--- src/rtl/dmem_access_arbiter_if.sv ---
// dmem_access_arbiter_if: requester ports and single-port RAM bus of the data-memory arbiter.
// slave is the arbiter side; master is the requester/RAM side.
interface dmem_access_arbiter_if #(
    parameter int ADDR_W = 5,
    parameter int DATA_W = 32
);
    logic              p0_req, p0_we, p0_gnt, p0_rvalid;
    logic [ADDR_W-1:0] p0_addr;
    logic [DATA_W-1:0] p0_wdata, p0_rdata;
    logic              p1_req, p1_we, p1_gnt, p1_rvalid;
    logic [ADDR_W-1:0] p1_addr;
    logic [DATA_W-1:0] p1_wdata, p1_rdata;
    logic              ram_en, ram_we;
    logic [ADDR_W-1:0] ram_addr;
    logic [DATA_W-1:0] ram_wdata, ram_rdata;

    modport slave (
        input  p0_req, p0_we, p0_addr, p0_wdata,
        output p0_gnt, p0_rvalid, p0_rdata,
        input  p1_req, p1_we, p1_addr, p1_wdata,
        output p1_gnt, p1_rvalid, p1_rdata,
        output ram_en, ram_we, ram_addr, ram_wdata,
        input  ram_rdata
    );

    modport master (
        output p0_req, p0_we, p0_addr, p0_wdata,
        input  p0_gnt, p0_rvalid, p0_rdata,
        output p1_req, p1_we, p1_addr, p1_wdata,
        input  p1_gnt, p1_rvalid, p1_rdata,
        input  ram_en, ram_we, ram_addr, ram_wdata,
        output ram_rdata
    );
endinterface

--- src/rtl/dmem_access_arbiter.sv ---
// dmem_access_arbiter: two-port arbiter sequencing one access at a time onto a single-port sync RAM.
// Define DMEM_ARB_RR_EN for round-robin arbitration; otherwise port 0 has fixed priority.
module dmem_access_arbiter #(
    parameter int ADDR_W = 5,
    parameter int DATA_W = 32
) (
    input  logic                 clk,
    input  logic                 rst_n,
    dmem_access_arbiter_if.slave io_bus
);
    typedef enum logic [1:0] {IDLE, ISSUE, WAIT, RESP} state_t;

    state_t            r_state, w_next;
    logic              r_id, r_we;
    logic [ADDR_W-1:0] r_addr;
    logic [DATA_W-1:0] r_wdata, r_rdata0, r_rdata1;
    logic              w_any, w_win;

    assign w_any = io_bus.p0_req | io_bus.p1_req;

`ifdef DMEM_ARB_RR_EN
    // r_last = port served last; reset value 0 makes port 1 preferred first
    logic r_last;
    always_ff @(posedge clk or negedge rst_n) begin
        if (!rst_n) r_last <= 1'b0;
        else if (r_state == ISSUE) r_last <= r_id;
    end
    assign w_win = io_bus.p1_req & (~io_bus.p0_req | ~r_last);
`else
    assign w_win = io_bus.p1_req & ~io_bus.p0_req;
`endif

    always_ff @(posedge clk or negedge rst_n) begin
        if (!rst_n) r_state <= IDLE;
        else r_state <= w_next;
    end

    always_comb begin
        w_next           = r_state;
        io_bus.ram_en    = 1'b0;
        io_bus.ram_we    = 1'b0;
        io_bus.p0_gnt    = 1'b0;
        io_bus.p1_gnt    = 1'b0;
        io_bus.p0_rvalid = 1'b0;
        io_bus.p1_rvalid = 1'b0;
        case (r_state)
            IDLE:  w_next = w_any ? ISSUE : IDLE;
            ISSUE: begin
                w_next        = r_we ? IDLE : WAIT;
                io_bus.ram_en = 1'b1;
                io_bus.ram_we = r_we;
                io_bus.p0_gnt = ~r_id;
                io_bus.p1_gnt = r_id;
            end
            WAIT:  w_next = RESP;
            RESP: begin
                w_next           = IDLE;
                io_bus.p0_rvalid = ~r_id;
                io_bus.p1_rvalid = r_id;
            end
            default: w_next = IDLE;
        endcase
    end

    // The request is latched at the arbitration edge so later input changes cannot alter it
    always_ff @(posedge clk or negedge rst_n) begin
        if (!rst_n) begin
            r_id     <= 1'b0;
            r_we     <= 1'b0;
            r_addr   <= '0;
            r_wdata  <= '0;
            r_rdata0 <= '0;
            r_rdata1 <= '0;
        end else begin
            if (r_state == IDLE && w_any) begin
                r_id    <= w_win;
                r_we    <= w_win ? io_bus.p1_we : io_bus.p0_we;
                r_addr  <= w_win ? io_bus.p1_addr : io_bus.p0_addr;
                r_wdata <= w_win ? io_bus.p1_wdata : io_bus.p0_wdata;
            end
            if (r_state == WAIT && !r_id) r_rdata0 <= io_bus.ram_rdata;
            if (r_state == WAIT && r_id) r_rdata1 <= io_bus.ram_rdata;
        end
    end

    assign io_bus.ram_addr  = r_addr;
    assign io_bus.ram_wdata = r_wdata;
    assign io_bus.p0_rdata  = r_rdata0;
    assign io_bus.p1_rdata  = r_rdata1;
endmodule

--- src/flat_wrapper.sv ---
// flat-port wrapper written by rule: the top's interface ports become plain ports
module dmem_access_arbiter_flat 
#(
    parameter int ADDR_W = 5,
    parameter int DATA_W = 32
)
  (clk, rst_n, io_bus_p0_req, io_bus_p0_we, io_bus_p0_addr, io_bus_p0_wdata, io_bus_p0_gnt, io_bus_p0_rvalid, io_bus_p0_rdata, io_bus_p1_req, io_bus_p1_we, io_bus_p1_addr, io_bus_p1_wdata, io_bus_p1_gnt, io_bus_p1_rvalid, io_bus_p1_rdata, io_bus_ram_en, io_bus_ram_we, io_bus_ram_addr, io_bus_ram_wdata, io_bus_ram_rdata);
  dmem_access_arbiter_if #(.ADDR_W(ADDR_W), .DATA_W(DATA_W)) io_bus_i ();
  input  logic clk;
  input  logic rst_n;
  input wire logic [$bits(io_bus_i.p0_req)-1:0] io_bus_p0_req;
  input wire logic [$bits(io_bus_i.p0_we)-1:0] io_bus_p0_we;
  input wire logic [$bits(io_bus_i.p0_addr)-1:0] io_bus_p0_addr;
  input wire logic [$bits(io_bus_i.p0_wdata)-1:0] io_bus_p0_wdata;
  output wire logic [$bits(io_bus_i.p0_gnt)-1:0] io_bus_p0_gnt;
  output wire logic [$bits(io_bus_i.p0_rvalid)-1:0] io_bus_p0_rvalid;
  output wire logic [$bits(io_bus_i.p0_rdata)-1:0] io_bus_p0_rdata;
  input wire logic [$bits(io_bus_i.p1_req)-1:0] io_bus_p1_req;
  input wire logic [$bits(io_bus_i.p1_we)-1:0] io_bus_p1_we;
  input wire logic [$bits(io_bus_i.p1_addr)-1:0] io_bus_p1_addr;
  input wire logic [$bits(io_bus_i.p1_wdata)-1:0] io_bus_p1_wdata;
  output wire logic [$bits(io_bus_i.p1_gnt)-1:0] io_bus_p1_gnt;
  output wire logic [$bits(io_bus_i.p1_rvalid)-1:0] io_bus_p1_rvalid;
  output wire logic [$bits(io_bus_i.p1_rdata)-1:0] io_bus_p1_rdata;
  output wire logic [$bits(io_bus_i.ram_en)-1:0] io_bus_ram_en;
  output wire logic [$bits(io_bus_i.ram_we)-1:0] io_bus_ram_we;
  output wire logic [$bits(io_bus_i.ram_addr)-1:0] io_bus_ram_addr;
  output wire logic [$bits(io_bus_i.ram_wdata)-1:0] io_bus_ram_wdata;
  input wire logic [$bits(io_bus_i.ram_rdata)-1:0] io_bus_ram_rdata;
  assign io_bus_i.p0_req = io_bus_p0_req;
  assign io_bus_i.p0_we = io_bus_p0_we;
  assign io_bus_i.p0_addr = io_bus_p0_addr;
  assign io_bus_i.p0_wdata = io_bus_p0_wdata;
  assign io_bus_p0_gnt = io_bus_i.p0_gnt;
  assign io_bus_p0_rvalid = io_bus_i.p0_rvalid;
  assign io_bus_p0_rdata = io_bus_i.p0_rdata;
  assign io_bus_i.p1_req = io_bus_p1_req;
  assign io_bus_i.p1_we = io_bus_p1_we;
  assign io_bus_i.p1_addr = io_bus_p1_addr;
  assign io_bus_i.p1_wdata = io_bus_p1_wdata;
  assign io_bus_p1_gnt = io_bus_i.p1_gnt;
  assign io_bus_p1_rvalid = io_bus_i.p1_rvalid;
  assign io_bus_p1_rdata = io_bus_i.p1_rdata;
  assign io_bus_ram_en = io_bus_i.ram_en;
  assign io_bus_ram_we = io_bus_i.ram_we;
  assign io_bus_ram_addr = io_bus_i.ram_addr;
  assign io_bus_ram_wdata = io_bus_i.ram_wdata;
  assign io_bus_i.ram_rdata = io_bus_ram_rdata;
  dmem_access_arbiter #(.ADDR_W(ADDR_W), .DATA_W(DATA_W)) u_core (.clk(clk), .rst_n(rst_n), .io_bus(io_bus_i));
endmodule
--- config.mk ---
export PLATFORM = sky130hd
export DESIGN_NAME = dmem_access_arbiter_flat
export DESIGN_NICKNAME = d
export VERILOG_FILES = /design/src/rtl/dmem_access_arbiter_if.sv /design/src/rtl/dmem_access_arbiter.sv /design/src/flat_wrapper.sv
export SDC_FILE = /design/constraint.sdc
export NUM_CORES = 1
export LEC_CHECK = 0
export BUFFER_PORTS_ARGS = -buffer_cell sky130_fd_sc_hd__clkbuf_2
export CAP_MARGIN = 20
export CORE_ASPECT_RATIO = 1.4
export CORE_MARGIN = 2
export CORE_UTILIZATION = 35
export DETAILED_ROUTE_END_ITERATION = 8
export PLACE_DENSITY = 0.61
export REMOVE_ABC_BUFFERS = 1
export SLEW_MARGIN = 20
export SYNTH_ARGS = -nofsm -noshare
export SYNTH_HDL_FRONTEND = slang
export SYNTH_SLANG_ARGS = --single-unit
--- constraint.sdc ---
create_clock -name clk -period 3.8 [get_ports clk]
set_input_delay 0.95 -clock clk [delete_from_list [all_inputs] [get_ports clk]]
set_output_delay 0.95 -clock clk [all_outputs]
set_load 0.01 [all_outputs]
==> flow_summary.toml, run 1 <==
[status]
run_status = "completed"

[yosys]
synth.most_common_cell = "dfrtp_1"
yosysSeqAreaShare_pct = 56.5
yosysWarnings = 0
postSynthAreaPerCell_um2 = 16.7
syn_inst = 278
ys_seq_elements = 105
yosys.area.top_type = "dfrtp_1"
synthDistinctLibCells = 19
synthArstFlopShare_pct = 100
syn_area_mm2 = 0.00465
synth_edf_count = 0
ys.flop_type = "dfrtp_1"
yosys-top-cells-area = "dfrtp_1 (57%), mux2_2 (22%), mux2_4 (16%)"
yosys.area.top_type_share_pct = 56.5
synth_common_cells = "dfrtp_1 (105), mux2_2 (92), mux2_4 (48)"

[place]
dp_hpwl_um = 7480
numPortBuffers = 218
gp_congestion = 0.749
dp_cells = 663

[pwr]
seq_power_share_pct = 40.2
clock_power_share_pct = 18.5
power.density_mw_per_mm2 = 825
power_leakage_nw = 3.16
p_sw_share_pct = 32.8
ir_drop_mv = 0.377
p_int_w = 0.00341
netSwitchingPower_w = 0.00166
p_comb_share_pct = 41.4

[setup_path]
arrival_ps = 1420
timing.rr.end = "u_core.io_bus.p1_rdata[11]$_DFFE_PN0P_"
end_kind = "output port"
required_ps = 2850
criticalPathCategory = "flop to output port"
reg2reg_from = "u_core.r_state[0]$_DFF_PN0_"
startpoint_type = "flop"
ff2ff_path_depth = 3
crit_fanout = 6
r2r_slack_ps = 1750

[min_path]
hold_class = "flop to flop"
min_from = "u_core.io_bus.ram_wdata[18]$_DFFE_PN0P_"
hold-path-endpoint = "u_core.io_bus.ram_wdata[18]$_DFFE_PN0P_"
hold_depth = 1

[layout]
area_growth_pct = 32.4
multi_input_area_mm2 = 0.00187
fillers = 1166
drive_above_1_share_pct = 76.0
fin_nets = 608
n_antenna_cell = 0
seqCellArea_mm2 = 0.00263
final_cell_count_no_fill = 679

[floorplan]
die_area_mm2 = 0.0142
pin_count = 219
rows = 49
die_x_um = 101
die_h_um = 140
initial_core_util_pct = 35.9
core_area_mm2 = 0.0129

[timing]
setup_viol = 0
skew_ps = 7.93
max_freq_ghz = 0.422
slew_violations = 0
maxSlewHeadroom_pct = 26.6
rsz0062_at_grt = "false"
period_share_pct = 62.3
hold_viol = 0
setup_tns_ps = 0
period_needed_ps = 2370
tightest_slew_ps = 1100

[detailed_routing]
drt-pass1-iter-count = 4
wl_um = 9930
drcViolationCount = 0
antenna_left = 0
avgRoutedWirePerCell_um = 14.6
drtIter0Drc = 41
num_vias = 3036
drt-vias-per-instance = 4.47

[clock_tree]
cts_tree = "yes"
numCtsBuffers = 9
clk_latency_ps = 340
cts.clk_slew.worst_paths_ps = 70
clockRootBuffer = "clkbuf_16"
post-cts-setup-buffer-count = 0
ctsResizeCount = 0
clkSinkCount = 105
cts_htree_levels = 3
holdBufCountCts = 0
cts_max_path_buffers = 2

[grt]
grt_antenna_before_repair = 0
grt_max_degree = 71
grtUsageTotal_pct = 14.0
grt_pass1_wl_um = 15800
grt_pass1_vias = 3244
grt_overflow = 0

[run]
drv_cap = 0
[per-stage QoR]
stage	setup slack [ps]	power (W)	cell area [um^2]	hold slack (ps)	util (%)
floorplan	530	0.00330	4490	446	-
finish	1430	0.00507	6150	505	47.6
CTS	1410	0.00517	6150	511	47.6
global placement	1370	0.00414	5850	490	45.2
detailed placement	1320	0.00420	5850	496	45.2
global route	1320	0.00542	6150	519	47.6
[how the worst max path moves through the flow]
| stage | end | slack, ps |
|---|---|---|
| after floorplan | u_core.io_bus.ram_addr[0]$_DFFE_PN0P_ | 530 |
| after global placement | u_core.io_bus.ram_addr[0]$_DFFE_PN0P_ | 1370 |
| after detailed placement | u_core.io_bus.ram_wdata[4]$_DFFE_PN0P_ | 1320 |
| after CTS | io_bus_ram_we | 1410 |
| after global routing | io_bus_ram_we | 1320 |
| final | io_bus_ram_we | 1430 |
[cell families after synthesis]
| kind of cell | share of synthesized area, % |
|---|---|
| compound gates | 0.108 |
| buf+inv | 3.50 |
| flops | 56.5 |
| mux | 38.0 |
| simple gates | 1.86 |
[sequential cells by signal (all words and copies together), names as in the netlist, named ones only]
| signal | cells |
|---|---|
| u_core.io_bus.p1_rdata | 32 |
| u_core.r_id | 1 |
| u_core.r_state | 1 |
| u_core.io_bus.ram_wdata | 32 |
| u_core.io_bus.p0_rdata | 32 |
| u_core.io_bus.ram_addr | 5 |
| u_core.r_we | 1 |
[routing by layer]
| metal | vias to the layer above | GRT usage (%) | routed length, um |
|---|---|---|---|
| li1 | 1420 | - | - |
| met1 | 1469 | 16.2 | 3920 |
| met2 | 137 | 24.4 | 5120 |
| met3 | 10 | 4.24 | 758 |
| met4 | 0 | 4.69 | 125 |
| met5 | - | 0 | 0 |
[worst max-delay path: stages, from the launching register on]
cell	delay (ps)
dfrtp_1	470
or2b_1	300
inv_1	70
and2_1	120
clkbuf_2	130
[cells in the final DEF (no fill, tap or decap)]
master	count
mux2i_1	1
clkbuf_1	1
buf_4	5
nand2b_1	1
inv_8	2
and2_1	1
nor3_4	1
nand2b_4	1
nor2_2	1
mux2_4	48
mux2_2	92
bufinv_16	1
dfrtp_1	105
o21ai_0	1
inv_1	2
or2b_1	1
and3_1	2
nor3_1	1
clkinvlp_4	2
clkbuf_2	217
or2_2	1
nor2_1	4
clkinv_4	1
clkbuf_16	9
[area by class of cell]
cell class	instances	share of cell area (%)
inverter	2	0.122
timing repair buffer	222	18.3
multi-input combinational	156	30.3
clock inverter	6	1.24
clock buffer	10	3.72
sequential	105	42.7
tap	178	3.62
[power groups by stage]
stage	sequential, W	combinational [W]	clock, W
2_1_floorplan	0.00226	0.00104	0
3_3_place_gp	0.00204	0.00211	0
3_5_place_dp	0.00206	0.00215	0
4_1_cts	0.00205	0.00215	0.000980
5_1_grt	0.00212	0.00227	0.00103
6_report	0.00204	0.00210	0.000937
Power figures use the tool's default switching activity.
==> inputs of run 2 (changes only) <==
==> constraint.sdc (replaced) <==
create_clock -name clk -period 2.5 [get_ports clk]
set_input_delay 0.625 -clock clk [delete_from_list [all_inputs] [get_ports clk]]
set_output_delay 0.625 -clock clk [all_outputs]
set_load 0.01 [all_outputs]
==> run 2 against run 1 <==
Register-to-register slack lost 920 ps. Combinational power grew 54%. Highest routed layer unchanged. Die area is the same. Critical path type unchanged. Clock power grew 43%. Cell count grew 0.29%. Global-route usage is essentially flat. Flip-flop and latch count is the same. Utilization grew 0.46 points. Critical endpoint unchanged. Critical path depth is the same. Power grew 51%.
==> flow_summary.toml, run 2 (synthesized netlist as in run 1, its figures left out) <==
[status]
run_status = "completed"

[floorplan]
die_area_mm2 = 0.0142
pin_count = 219
rows = 49
core_area_mm2 = 0.0129
die_h_um = 140
initial_core_util_pct = 35.9
die_x_um = 101

[layout]
area_growth_pct = 33.7
n_antenna_cell = 0
final_util_pct = 48.0
layout_common_cells = "clkbuf_2 (217), dfrtp_1 (105), mux2_2 (92)"
layout_commonest_cell = "clkbuf_2"
drive_above_1_share_pct = 76.3
fin_nets = 610
final_cell_count_no_fill = 681

[place]
gp_congestion = 0.715
numPortBuffers = 218
dp_hpwl_um = 7480
dp_cells = 665

[clock_tree]
numCtsBuffers = 9
clockRootBuffer = "clkbuf_16"
post-cts-setup-buffer-count = 0
cts.clk_slew.worst_paths_ps = 70
clkSinkCount = 105
cts_max_path_buffers = 2
clk_latency_ps = 330
ctsResizeCount = 0
holdBufCountCts = 0
cts_tree = "yes"
cts_htree_levels = 3

[detailed_routing]
drt-pass1-iter-count = 4
num_vias = 3071
drcViolationCount = 0
avgRoutedWirePerCell_um = 14.6
antenna_left = 0
wl_um = 9940
drt-vias-per-instance = 4.51
drtIter0Drc = 50

[setup_path]
arrival_ps = 1400
criticalPathCategory = "flop to output port"
required_ps = 1880
crit_fanout = 6
startpoint_type = "flop"
end_kind = "output port"

[timing]
period_share_pct = 81.2
rsz0062_at_grt = "false"
setup_viol = 0
skew_ps = 8.21
hold_viol = 0
max_freq_ghz = 0.493
maxSlewHeadroom_pct = 69.9
period_needed_ps = 2030
tightest_slew_ps = 452
slew_violations = 0

[grt]
grt_pass1_wl_um = 15900
grt_overflow = 0
grt_max_degree = 58
grt_antenna_before_repair = 0
grtUsageTotal_pct = 14.0
grt_pass1_vias = 3234

[pwr]
total_power_w = 0.00765
power_leakage_nw = 3.19
power.density_mw_per_mm2 = 1230
ir_drop_mv = 0.532

[min_path]
hold_class = "input port to async pin"

[run]
drv_cap = 0
==> run 2: cell type report <==
class | count | area, um^2
clock inverters | 6 | 48.8
flip-flops and latches | 105 | 2630
repair buffers | 224 | 1200
fillers | 1184 | 6720
multi-input cells | 156 | 1870
clock buffers | 10 | 239
inverters | 2 | 7.51
well taps | 178 | 223
==> run 2: critical path, stage by stage (launching register included) <==
cell	delay (ps)
dfrtp_1	460
or2b_1	300
inv_1	80
and2_1	120
clkbuf_2	120
==> run 2: power breakdown <==
group          leakage, nW  switching (W)  internal [W]
Clock                0.137       0.000630      0.000714
Combinational         1.82        0.00140       0.00184
Sequential            1.23       0.000489       0.00258
==> run 2: path summary, 6_finish.rpt <==
path,start,to,slack [ps],cells after the start
min in group clk,u_core.io_bus.p0_rdata[31]$_DFFE_PN0P_,u_core.io_bus.p0_rdata[31]$_DFFE_PN0P_,510,1
min,rst_n,u_core.io_bus.ram_wdata[25]$_DFFE_PN0P_,260,2
min reg2reg,u_core.io_bus.p0_rdata[31]$_DFFE_PN0P_,u_core.io_bus.p0_rdata[31]$_DFFE_PN0P_,510,1
max,flop,io_bus_ram_we,470,4
max reg2reg,u_core.r_state[0]$_DFF_PN0_,u_core.io_bus.p0_rdata[15]$_DFFE_PN0P_,830,4
max in group asynchronous,rst_n,u_core.io_bus.p1_rdata[16]$_DFFE_PN0P_,1950,2
==> run 2: metrics by stage <==
step           instance area, um^2  hold WS, ps  setup TNS (ps)  setup slack [ps]
3_3_place_gp                  5930          490               0               531
4_1_cts                       6210          271               0               435
6_report                      6210          264               0               471
5_1_grt                       6210          277               0               341
3_5_place_dp                  5930          493               0               470
2_1_floorplan                 4490          329          -16330              -445
==> run 2: metal layers <==
metal	track usage, %	part of all wire (%)
met5	0	0
met4	3.84	0.82
met3	4.49	8.3
met2	24.5	51
met1	16.4	40
==> inputs of run 3 (changes only) <==
--- a/config.mk
+++ b/config.mk
@@ -5,13 +5,14 @@
 export SDC_FILE = /design/constraint.sdc
 export NUM_CORES = 1
 export LEC_CHECK = 0
+export ABC_AREA = 1
 export BUFFER_PORTS_ARGS = -buffer_cell sky130_fd_sc_hd__clkbuf_2
 export CAP_MARGIN = 20
 export CORE_ASPECT_RATIO = 1.4
 export CORE_MARGIN = 2
 export CORE_UTILIZATION = 35
 export DETAILED_ROUTE_END_ITERATION = 8
-export PLACE_DENSITY = 0.61
+export PLACE_DENSITY = 0.64
 export REMOVE_ABC_BUFFERS = 1
 export SLEW_MARGIN = 20
 export SYNTH_ARGS = -nofsm -noshare
==> constraint.sdc (replaced) <==
create_clock -name clk -period 1.8 [get_ports clk]
set_input_delay 0.45 -clock clk [delete_from_list [all_inputs] [get_ports clk]]
set_output_delay 0.45 -clock clk [all_outputs]
set_load 0.01 [all_outputs]
==> run 3 against run 2 <==
Setup slack got worse by 380 ps. Critical path type unchanged. Global-route usage grew 2.7 points. Flip-flop and latch count unchanged. Clock skew increased by 2.0 ps. Hold slack gained 79 ps. Clock power rose by 42%.
==> flow_summary.toml, run 3 <==
[detailed_routing]
drt-vias-per-instance = 4.52
drtIter0Drc = 120
drcViolationCount = 0
drt-pass1-iter-count = 4
dr_wl_met3_um = 808
avgRoutedWirePerCell_um = 12.7
top_layer_used = "met4"
num_vias = 4171
wl_um = 11700
wl_met2_um = 5650
m1WireLength_um = 5080
antenna_left = 0

[grt]
grt_antenna_before_repair = 0
grtUsageTotal_pct = 16.7
grt_overflow = 0
grt_pass1_vias = 4070
grt_pass1_wl_um = 18900
grt_max_degree = 65

[layout]
n_antenna_cell = 0
layout_commonest_cell = "nand2_1"
final_util_pct = 48.0
area_growth_pct = 34.7
fin_area_mm2 = 0.00612
layout_common_cells = "nand2_1 (257), clkbuf_2 (217), dfrtp_1 (105)"
drive_above_1_share_pct = 33.6
fin_nets = 876

[floorplan]
die_x_um = 100
initial_core_util_pct = 35.6
rows = 49
core_area_mm2 = 0.0128
die_area_mm2 = 0.0139
die_h_um = 139
pin_count = 219

[timing]
skew_ps = 10.2
max_freq_ghz = 0.586
tightest_slew_ps = 335
hold_viol = 0
rsz0062_at_grt = "false"
setup_viol = 0
whs_ps = 343
period_share_pct = 94.8
setup_ws_ps = 94.2
maxSlewHeadroom_pct = 77.7
slew_violations = 0
period_needed_ps = 1710

[setup_path]
required_ps = 1350
crit_fanout = 4
arrival_ps = 1260
criticalPathCategory = "flop to output port"
startpoint_type = "flop"
end_kind = "output port"

[yosys]
syn_area_mm2 = 0.00455
ys.flop_type = "dfrtp_1"
synthDistinctLibCells = 18
synth_common_cells = "nand2_1 (258), dfrtp_1 (105), o21ai_0 (64)"
ys_seq_elements = 105
yosysWarnings = 0
yosysSeqAreaShare_pct = 57.8
postSynthAreaPerCell_um2 = 8.23
synth.most_common_cell = "nand2_1"
yosys-top-cells-area = "dfrtp_1 (58%), nand2_1 (21%), o21ai_0 (7.0%)"
syn_inst = 552
yosys.area.top_type_share_pct = 57.8
yosys.area.top_type = "dfrtp_1"
synthArstFlopShare_pct = 100
synth_edf_count = 0

[clock_tree]
clkSinkCount = 105
cts_max_path_buffers = 2
clk_latency_ps = 340
cts.clk_slew.worst_paths_ps = 70
cts_htree_levels = 3
cts_tree = "yes"
clockRootBuffer = "clkbuf_16"
numCtsBuffers = 9

[status]
run_status = "completed"

[run]
drv_cap = 0

[place]
numPortBuffers = 218
gp_congestion = 0.738
dp_hpwl_um = 8560
place_ws_ps = 333
placed_area_mm2 = 0.00582

[pwr]
ir_drop_mv = 0.540
power.density_mw_per_mm2 = 1660
power_leakage_nw = 3.63
total_power_w = 0.0101

[min_path]
hold_class = "input port to flop"
-- run 3: area by class of cell --
type	instances	area (um^2)
Fill cell	1325	6630
Sequential cell	105	2630
Multi-Input combinational cell	375	1560
Timing Repair Buffer	234	1300
Clock buffer	9	225
Tap cell	153	191
Inverter	39	146
Clock inverter	7	62.6
-- run 3: final timing paths --
path	startpoint	end	slack [ps]	depth (start not counted)
hold reg to reg	u_core.io_bus.ram_addr[3]$_DFFE_PN0P_	u_core.io_bus.ram_addr[3]$_DFFE_PN0P_	480	2
max in group asynchronous	rst_n	u_core.io_bus.p0_rdata[25]$_DFFE_PN0P_	730	3
setup / recovery	u_core.r_state[0]$_DFF_PN0_	io_bus_p1_rvalid	90	3
hold / removal	io_bus_ram_rdata[0]	u_core.io_bus.p1_rdata[0]$_DFFE_PN0P_	340	3
setup reg to reg	u_core.r_state[0]$_DFF_PN0_	u_core.io_bus.p1_rdata[14]$_DFFE_PN0P_	490	4
min in group asynchronous	rst_n	u_core.io_bus.p1_rdata[31]$_DFFE_PN0P_	510	2
-- run 3: worst max-delay path, cell delays in order, from the launching register on --
cell	delay (ps)
dfrtp_1	450
inv_2	70
nor3_1	230
clkbuf_2	170
-- run 3: repair_timing --
item / 4_1_cts / 5_1_grt
hold endpoints to repair: 12 / 0
buffers inserted: 0 / 0
endpoints found under the setup margin: 0 / 2
gates resized for setup: 0 / 1
hold buffers: 1 / 0
-- run 3: power by group --
part / switching [W] / internal, W / total, W
clock: 0.000929 / 0.000966 / 0.00190
sequential: 0.000621 / 0.00352 / 0.00414
combinational: 0.00244 / 0.00166 / 0.00410
-- run 3: kinds of logic (layout without fill, tap and decap cells) --
logic type	count (synthesis)	count (layout)	share of synthesized area [%]
flip-flops	105	105	57.8
AND/OR/NAND/NOR	308	308	26.9
AO/OA/AOI/OAI	67	67	7.46
buffers and inverters	72	289	7.84
-- run 3: per-layer routing --
metal	GRT usage, %	up-vias
met5	0	-
met2	28.1	163
met3	4.49	14
met1	20.7	1864
li1	-	2130
met4	5.26	0
-- run 3: metrics by stage --
step	std cells	TNS (ps)
2_1_floorplan	519	-454
4_1_cts	922	0
5_1_grt	922	0
6_report	922	0
3_3_place_gp	905	0
3_5_place_dp	905	0
